==> config.mk <==
export PLATFORM = sky130hd
export DESIGN_NAME = tour_cmd_gen
export DESIGN_NICKNAME = d
export VERILOG_FILES = /design/src/rtl/tour_cmd_gen.sv
export SDC_FILE = /design/constraint.sdc
export NUM_CORES = 1
export LEC_CHECK = 0
export CAP_MARGIN = 0
export CORE_MARGIN = 2
export CORE_UTILIZATION = 55
export CTS_BUF_LIST = sky130_fd_sc_hd__clkbuf_4 sky130_fd_sc_hd__clkbuf_8 sky130_fd_sc_hd__clkbuf_16
export DETAILED_ROUTE_END_ITERATION = 10
export DONT_BUFFER_PORTS = 1
export PLACE_DENSITY_LB_ADDON = 0.3
export SLEW_MARGIN = 20
export SYNTH_ARGS = -nofsm -noshare
export SYNTH_HDL_FRONTEND = slang
export SYNTH_SLANG_ARGS = --single-unit
==> constraint.sdc <==
create_clock -name clk -period 1.4 [get_ports clk]
set_input_delay 0 -clock clk [delete_from_list [all_inputs] [get_ports clk]]
set_output_delay 0 -clock clk [all_outputs]
set_load 0.02 [all_outputs]
==> src/rtl/tour_cmd_gen.sv <==
// tour_cmd_gen: walks the solved knight's tour and issues two cmd_proc legs per move
module tour_cmd_gen #(
  parameter int         NUM_MOVES  = 24,
  parameter int         IDX_W      = 5,
  parameter bit         FIRST_AXIS = 1'b0,
  parameter bit         FANFARE_EN = 1'b1,
  parameter logic [3:0] MOVE_OP    = 4'h2,
  parameter logic [3:0] FANFARE_OP = 4'h3,
  parameter logic [7:0] RESP_INT   = 8'h5A,
  parameter logic [7:0] RESP_DONE  = 8'hA5
) (
  input  logic             clk,
  input  logic             rst_n,
  input  logic             start_tour,
  input  logic [7:0]       move,
  input  logic             abort,
  input  logic [15:0]      cmd_UART,
  input  logic             cmd_rdy_UART,
  input  logic             clr_cmd_rdy,
  input  logic             send_resp,
  output logic [IDX_W-1:0] mv_indx,
  output logic [15:0]      cmd,
  output logic             cmd_rdy,
  output logic             usurp,
  output logic [7:0]       resp,
  output logic             tour_done,
  output logic             tour_err
);
  typedef enum logic [2:0] {IDLE, LEG1, WAIT1, LEG2, WAIT2, NEXT} state_t;
  state_t state, nxt;
  logic legal, last, gen_rdy;
  logic dy_pos, dy_big, dx_pos, dx_big;
  logic [11:0] v_leg, h_leg;
  logic [15:0] gen_cmd;
  assign legal  = (move != 8'h00) && ((move & (move - 8'd1)) == 8'h00);
  assign last   = mv_indx == IDX_W'(NUM_MOVES - 1);
  assign dy_pos = |(move & 8'h87);
  assign dy_big = |(move & 8'h33);
  assign dx_pos = |(move & 8'hE1);
  assign dx_big = |(move & 8'hCC);
  assign v_leg  = {dy_pos ? 8'h00 : 8'h7F, 2'b00, dy_big, ~dy_big};
  assign h_leg  = {dx_pos ? 8'hBF : 8'h3F, 2'b00, dx_big, ~dx_big};
  // state, index, ownership and status pulses; usurp tracks whether the tour stays active
  always_ff @(posedge clk or negedge rst_n) begin
    if (!rst_n) begin
      state     <= IDLE;
      mv_indx   <= '0;
      usurp     <= 1'b0;
      tour_done <= 1'b0;
      tour_err  <= 1'b0;
    end else begin
      state     <= nxt;
      usurp     <= nxt != IDLE;
      mv_indx   <= (state == IDLE && start_tour) ? '0 :
                   (state == NEXT && !abort) ? mv_indx + 1'b1 : mv_indx;
      tour_done <= state == WAIT2 && send_resp && last && !abort;
      tour_err  <= state != IDLE && (abort || (state == LEG1 && !legal));
    end
  end
  // next-state: handshake sequencing, with abort overriding everything outside IDLE
  always_comb begin
    nxt = state;
    case (state)
      IDLE:  nxt = start_tour ? LEG1 : IDLE;
      LEG1:  nxt = !legal ? IDLE : clr_cmd_rdy ? WAIT1 : LEG1;
      WAIT1: nxt = send_resp ? LEG2 : WAIT1;
      LEG2:  nxt = clr_cmd_rdy ? WAIT2 : LEG2;
      WAIT2: nxt = send_resp ? (last ? IDLE : NEXT) : WAIT2;
      NEXT:  nxt = LEG1;
      default: nxt = IDLE;
    endcase
    if (abort && state != IDLE) nxt = IDLE;
  end
  // outputs: generated leg while the tour owns the path, UART pass-through otherwise
  always_comb begin
    gen_rdy = (state == LEG1 && legal) || state == LEG2;
    gen_cmd = state == LEG2 ? {FANFARE_EN ? FANFARE_OP : MOVE_OP, FIRST_AXIS ? v_leg : h_leg}
                            : {MOVE_OP, FIRST_AXIS ? h_leg : v_leg};
    cmd     = usurp ? gen_cmd : cmd_UART;
    cmd_rdy = usurp ? gen_rdy : cmd_rdy_UART;
    resp    = (!usurp || (state == WAIT2 && last)) ? RESP_DONE : RESP_INT;
  end
endmodule

==> reports/results.ini, run 1 <==
[synth]
synth_top_family_by_area=simple AND/OR/NAND/NOR gates
ys_ff_latch=11
yosysSeqAreaShare_pct=27.9
synthTopCellsByArea=dfrtp_1 28%, o21ai_0 5.6%, inv_1 4.9%, buf_4 4.6%, nor2_1 4.6%
synth_xor_area_share_pct=4.44
ys_warn_count=0
yosys.area.top_type=dfrtp_1
synth_edf_count=0
yosys.area_share.adder_pct=1.27
synth_compound_area_share_pct=22.8
synth_cell_types=44
synth_nets=159
async_flop_share_pct=100
synth_ff_type=dfrtp_1
postSynthAreaPerCell_um2=7.77
syn_inst=127
synthSimpleGateAreaFrac_pct=28.5
synth_top_area_share_pct=27.9
syn_area_um2=987
muxShareOfSynthArea_pct=3.17

[floorplanning]
core_mm2=0.00171
start_util_pct=57.8
die_y_um=46.4
ios=64
die-area_mm2=0.00215
rows=15
die-width_um=46.4

[place]
port_buffers=0
post_dp_cell_area_mm2=0.00122
gp_congestion=0.930
dp_cells=172
place_hpwl_mm=2.07

[detailed_routing]
post_drt_via_cell_ratio=6.10
antenna_left=0
wirelength_mm=3.39
drc=0
drtPass1Iterations=4
num_vias=1146
wire_per_inst_um=18.0
drt_iter0_drc=35

[worst_setup_path]
crit_path_max_incr_delay_ps=400
path_class=flop to output pin
critPathMaxFanout=4
worstPathRequired_ps=1400
cpMaxStageDelayCell=dfrtp_2
crit_family=buffers and inverters
startpoint_type=flop
arrival_ps=1530
regToRegSetupSlack_ps=-60
cp-end-kind=output pin
path_buf_inv=2
path_cells=ha_4 -> nand4b_1 -> buf_4 -> o31ai_4 -> buf_6

[clock_network]
insertion_delay_ps=280
cts_sinks=11
path_clk_slew_ps=90
h-tree-depth=1
cts_tree=done
root_buffer=clkbuf_4
cts-buffers-inserted=3
clk_path_buf_depth=2

[power]
p_total_uw=980
p_per_area_mw_per_mm2=681
p_leak_nw=0.657
ir_worst_vdd_mv=0.722

[min_path]
hold_class=input pin to flop

[global_route]
grt_max_degree=13
track_usage_pct=31.6
grt_pass1_wl_mm=4.71
globalRoute.totalOverflow=0
grt_pass1_vias=1047
antenna_found_initial=0

[cells_and_area]
final_cells=188
layout_commonest_cell=buf_4
diodes=0
nNetsFinal=196
nFillCells=93
drive_above_1_share_pct=42.9
area_growth_pct=45.8
mostFrequentLayoutCells=31 x buf_4, 12 x nor2_1, 11 x inv_1
design_area_mm2=0.00144

[timing]
setup_ws_ps=-130
min_period_ps=1530
max_slew_margin_pct=59.3
fmax_mhz=653
drv_slew=0
period_share_pct=109
rsz0062_at_grt=yes
setup_viol=21
final.setup_skew_ps=8.83
hold_violations=0
worst_slew_pin_slew_ps=605

[run_status]
status=finished with violations
violations=setup timing

[job]
drv_cap=0

[worst reg2reg max path, cell delays in order, from the launching register on]
cell and delay [ps]:
dfrtp_1 410, or4_4 540, or2_1 220, o211ai_1 200
[flip-flops by register name, indices dropped and copies added, names as in the netlist]
register,count
mv_indx,5
state,3
tour_done,1
tour_err,1
usurp,1
[Yosys cell counts (4+ instances only)]
cell      count
o21ai_0      11
clkbuf_1      4
inv_1        13
nor2_1       12
buf_4         6
xor2_1        4
o211ai_1      4
nand2_1       6
o21a_1        4
nor2b_1       4
dfrtp_1      11
[metrics by stage]
| stage | hold slack [ps] | setup TNS, ps | setup slack, ps | utilization [%] |
|---|---|---|---|---|
| 2_1_floorplan | -296 | -438 | -118 | - |
| 3_5_place_dp | -295 | -54.7 | -54.7 | 71.6 |
| 4_1_cts | 3.38 | -1350 | -122 | 80.4 |
| 5_1_grt | 37.9 | -3380 | -217 | 84.2 |
| 3_3_place_gp | -295 | 0 | 18.9 | 71.6 |
| 6_report | 20.6 | -1960 | -130 | 84.2 |
[path summary, 6_finish.rpt]
kind	from	endpoint	depth (start not counted)
max	mv_indx[1]	resp[7]	5
min	send_resp	state[0]	3
max reg2reg	state[2]	state[0]	3
min reg2reg	state[2]	usurp	2
max in group asynchronous	rst_n	state[0]	1
min in group asynchronous	rst_n	mv_indx[2]	1
[routing by layer]
metal	GRT usage, %	part of all wire, %	vias to the layer above
li1	-	-	516
met1	36.4	37	545
met2	53.3	53	73
met3	7.45	6.9	12
met4	17.1	2.7	0
met5	0	0	-
[power breakdown]
group	internal (mW)	leakage [nW]	switching, mW
registers	0.330	0.141	0.0202
clock network	0.106	0.0177	0.128
logic	0.165	0.499	0.231
total	0.601	0.657	0.379
[final cells by class]
class | instances | area, µm² | share of cell area [%]
well taps | 25 | 31.3 | 2.17
clock inverters | 1 | 5.00 | 0.348
repair buffers | 43 | 372 | 25.8
clock buffers | 3 | 22.5 | 1.57
inverters | 14 | 52.6 | 3.65
flip-flops and latches | 11 | 282 | 19.6
multi-input cells | 91 | 674 | 46.9
[timing repair]
action | in CTS | in global routing
endpoints found under the hold margin | 17 | 0
resized for setup | 21 | 15
cloned | 0 | 0
pin swaps | 6 | 7
setup buffers | 6 | 2
hold buffers | 4 | 0
setup endpoints to repair | 20 | 27
[cells by family after synthesis]
group / count (synthesis)
compound gates: 33
fa+ha+maj: 1
flops: 11
mux: 3
xor+xnor: 5
buf+inv: 25
simple gates: 49
Note: power is estimated with default switching activity, not from simulation.
==> run 2: changes to the inputs <==
- ABC_AREA: default -> 1
- CORE_UTILIZATION: 55 -> 56
- RECOVER_POWER: default -> 50
==> reports/results.ini, run 2 <==
[run_status]
violations=setup timing
status=finished with violations

[cells_and_area]
layout_commonest_cell=nand2_1
largest_reg_flops=5
nNetsFinal=217
mostFrequentLayoutCells=36 x nand2_1, 24 x inv_1, 18 x nor2_1
diodes=0
top_regs=mv_indx x5, state x3
area_growth_pct=34.0
top_register=mv_indx
final_cells=209
nFillCells=113
drive_above_1_share_pct=33.7

[clock_network]
h-tree-depth=1
path_clk_slew_ps=60
cts_sinks=11
root_buffer=clkbuf_4
clk_path_buf_depth=2
insertion_delay_ps=270
cts-buffers-inserted=3
cts_tree=done

[synth]
synthTopCellsByArea=dfrtp_1 27%, nand2_1 16%, inv_1 10%, nor2_1 7.8%, o21ai_0 4.5%
ys_ff_latch=11
syn_area_mm2=0.00101
postSynthAreaPerCell_um2=6.32
yosysSeqAreaShare_pct=27.2
ys_warn_count=0
synth_top_area_share_pct=27.2
synth_cell_types=30
syn_inst=160
synth.most_common_cell=nand2_1
synth_commonest_cells=44 x nand2_1, 28 x inv_1, 21 x nor2_1
synth_edf_count=0
yosys.area.top_type=dfrtp_1
synth_ff_type=dfrtp_1
synth_nets=192
async_flop_share_pct=100

[place]
place_ws_ps=55.7
dp_cells=191
port_buffers=0
place_hpwl_mm=1.89
gp_congestion=0.799

[detailed_routing]
antenna_left=0
drc=0
drtPass1Iterations=4
post_drt_via_cell_ratio=5.33
wire_per_inst_um=13.1
num_vias=1114
wirelength_mm=2.74
drt_iter0_drc=31

[global_route]
grt_max_degree=15
antenna_found_initial=0
grt_pass1_wl_mm=3.88
grt_pass1_vias=934
globalRoute.totalOverflow=0
track_usage_pct=24.7

[worst_setup_path]
critPathMaxFanout=6
path_class=flop to output pin
regToRegSetupSlack_ps=-20
startpoint_type=flop
cp-end-kind=output pin
arrival_ps=1480
worstPathRequired_ps=1400

[timing]
setup_viol=19
period_share_pct=106
max_slew_margin_pct=67.1
final.setup_skew_ps=5.50
min_period_ps=1480
rsz0062_at_grt=yes
hold_violations=0
worst_slew_pin_slew_ps=491
fmax_mhz=674
setup_ws_ps=-82.8
drv_slew=0

[power]
p_per_area_mw_per_mm2=1540
p_total_mw=2.09
ir_worst_vdd_mv=1.06
p_leak_nw=0.702

[min_path]
hold_class=input pin to flop

[floorplanning]
die-area_mm2=0.00216
start_util_pct=59.2
rows=15
core_mm2=0.00171
die_y_um=46.5
ios=64
die-width_um=46.5

[job]
drv_cap=0

-- run 2: cell types whose count changed in the layout (fill, tap and decap cells not counted), sizes merged, moves of 5 or more --
cell	previous run	this run
buf	39	21
nand2	6	48
nand3	3	8
nor2	12	24
inv	14	30
-- run 2: routing by layer --
metal	vias to the layer above	routed length, µm	track usage, %
met1	513	1040	29.5
met4	0	34	2.86
met5	-	0	0
met3	6	240	7.84
li1	543	-	-
met2	52	1420	44.2
-- run 2: area by class of cell --
type / count / area, µm² / area share, %
Timing Repair Buffer: 28 / 236 / 17.5
Multi-Input combinational cell: 110 / 659 / 48.7
Sequential cell: 11 / 278 / 20.5
Clock buffer: 4 / 30.0 / 2.22
Inverter: 31 / 120 / 8.86
Tap cell: 25 / 31.3 / 2.31
-- run 2: per-stage QoR --
step	hold WS, ps	area (µm²)	TNS, ps	util (%)
detailed placement	-295	1100	0	64.5
finish	0.830	1360	-751	79.3
global route	32.8	1360	-2290	79.3
floorplan	-296	1020	0	-
global placement	-295	1100	0	64.5
CTS	0.0316	1230	-286	72.1
-- run 2: final timing paths --
kind	startpoint	end	depth (start not counted)
max	state[2]	cmd[5]	7
min	send_resp	state[2]	3
max reg2reg	state[1]	usurp	7
min reg2reg	mv_indx[3]	mv_indx[3]	2
max in group asynchronous	rst_n	state[0]	1
min in group asynchronous	rst_n	mv_indx[3]	1
-- run 2: power by group --
group / switching, mW / leakage [nW] / total (mW) / internal, mW
registers: 0.0889 / 0.146 / 0.463 / 0.374
logic: 0.915 / 0.538 / 1.40 / 0.483
clock network: 0.100 / 0.0184 / 0.230 / 0.130
total: 1.10 / 0.702 / 2.09 / 0.987
-- run 2: logic make-up (layout without fill, tap and decap cells) --
family                     Yosys count  after routing  share of synthesized area, %
adders and majority gates            1              1                          1.24
and+or+nand+nor                     88             88                          41.3
AOI/OAI and AO/OA                   20             20                          12.5
DFF                                 11             11                          27.2
buffers and inverters               39             63                          16.8
xor gates and xnor gates             1              1                         0.866
-- run 2: what timing repair did --
| item | in CTS | in global routing |
|---|---|---|
| buffers inserted | 3 | 7 |
| hold buffers | 3 | 1 |
| pin swaps | 3 | 10 |
| endpoints found under the hold margin | 18 | 1 |
| resized for setup | 17 | 18 |
| setup endpoints to repair | 13 | 21 |
-- run 2: critical path, stage by stage (launching register included) --
cell and delay [ps]:
dfrtp_1 410, inv_2 130, nand2_4 70, nor2_4 140
buf_6 140, o21ai_4 60, buf_12 150, nand2_2 110
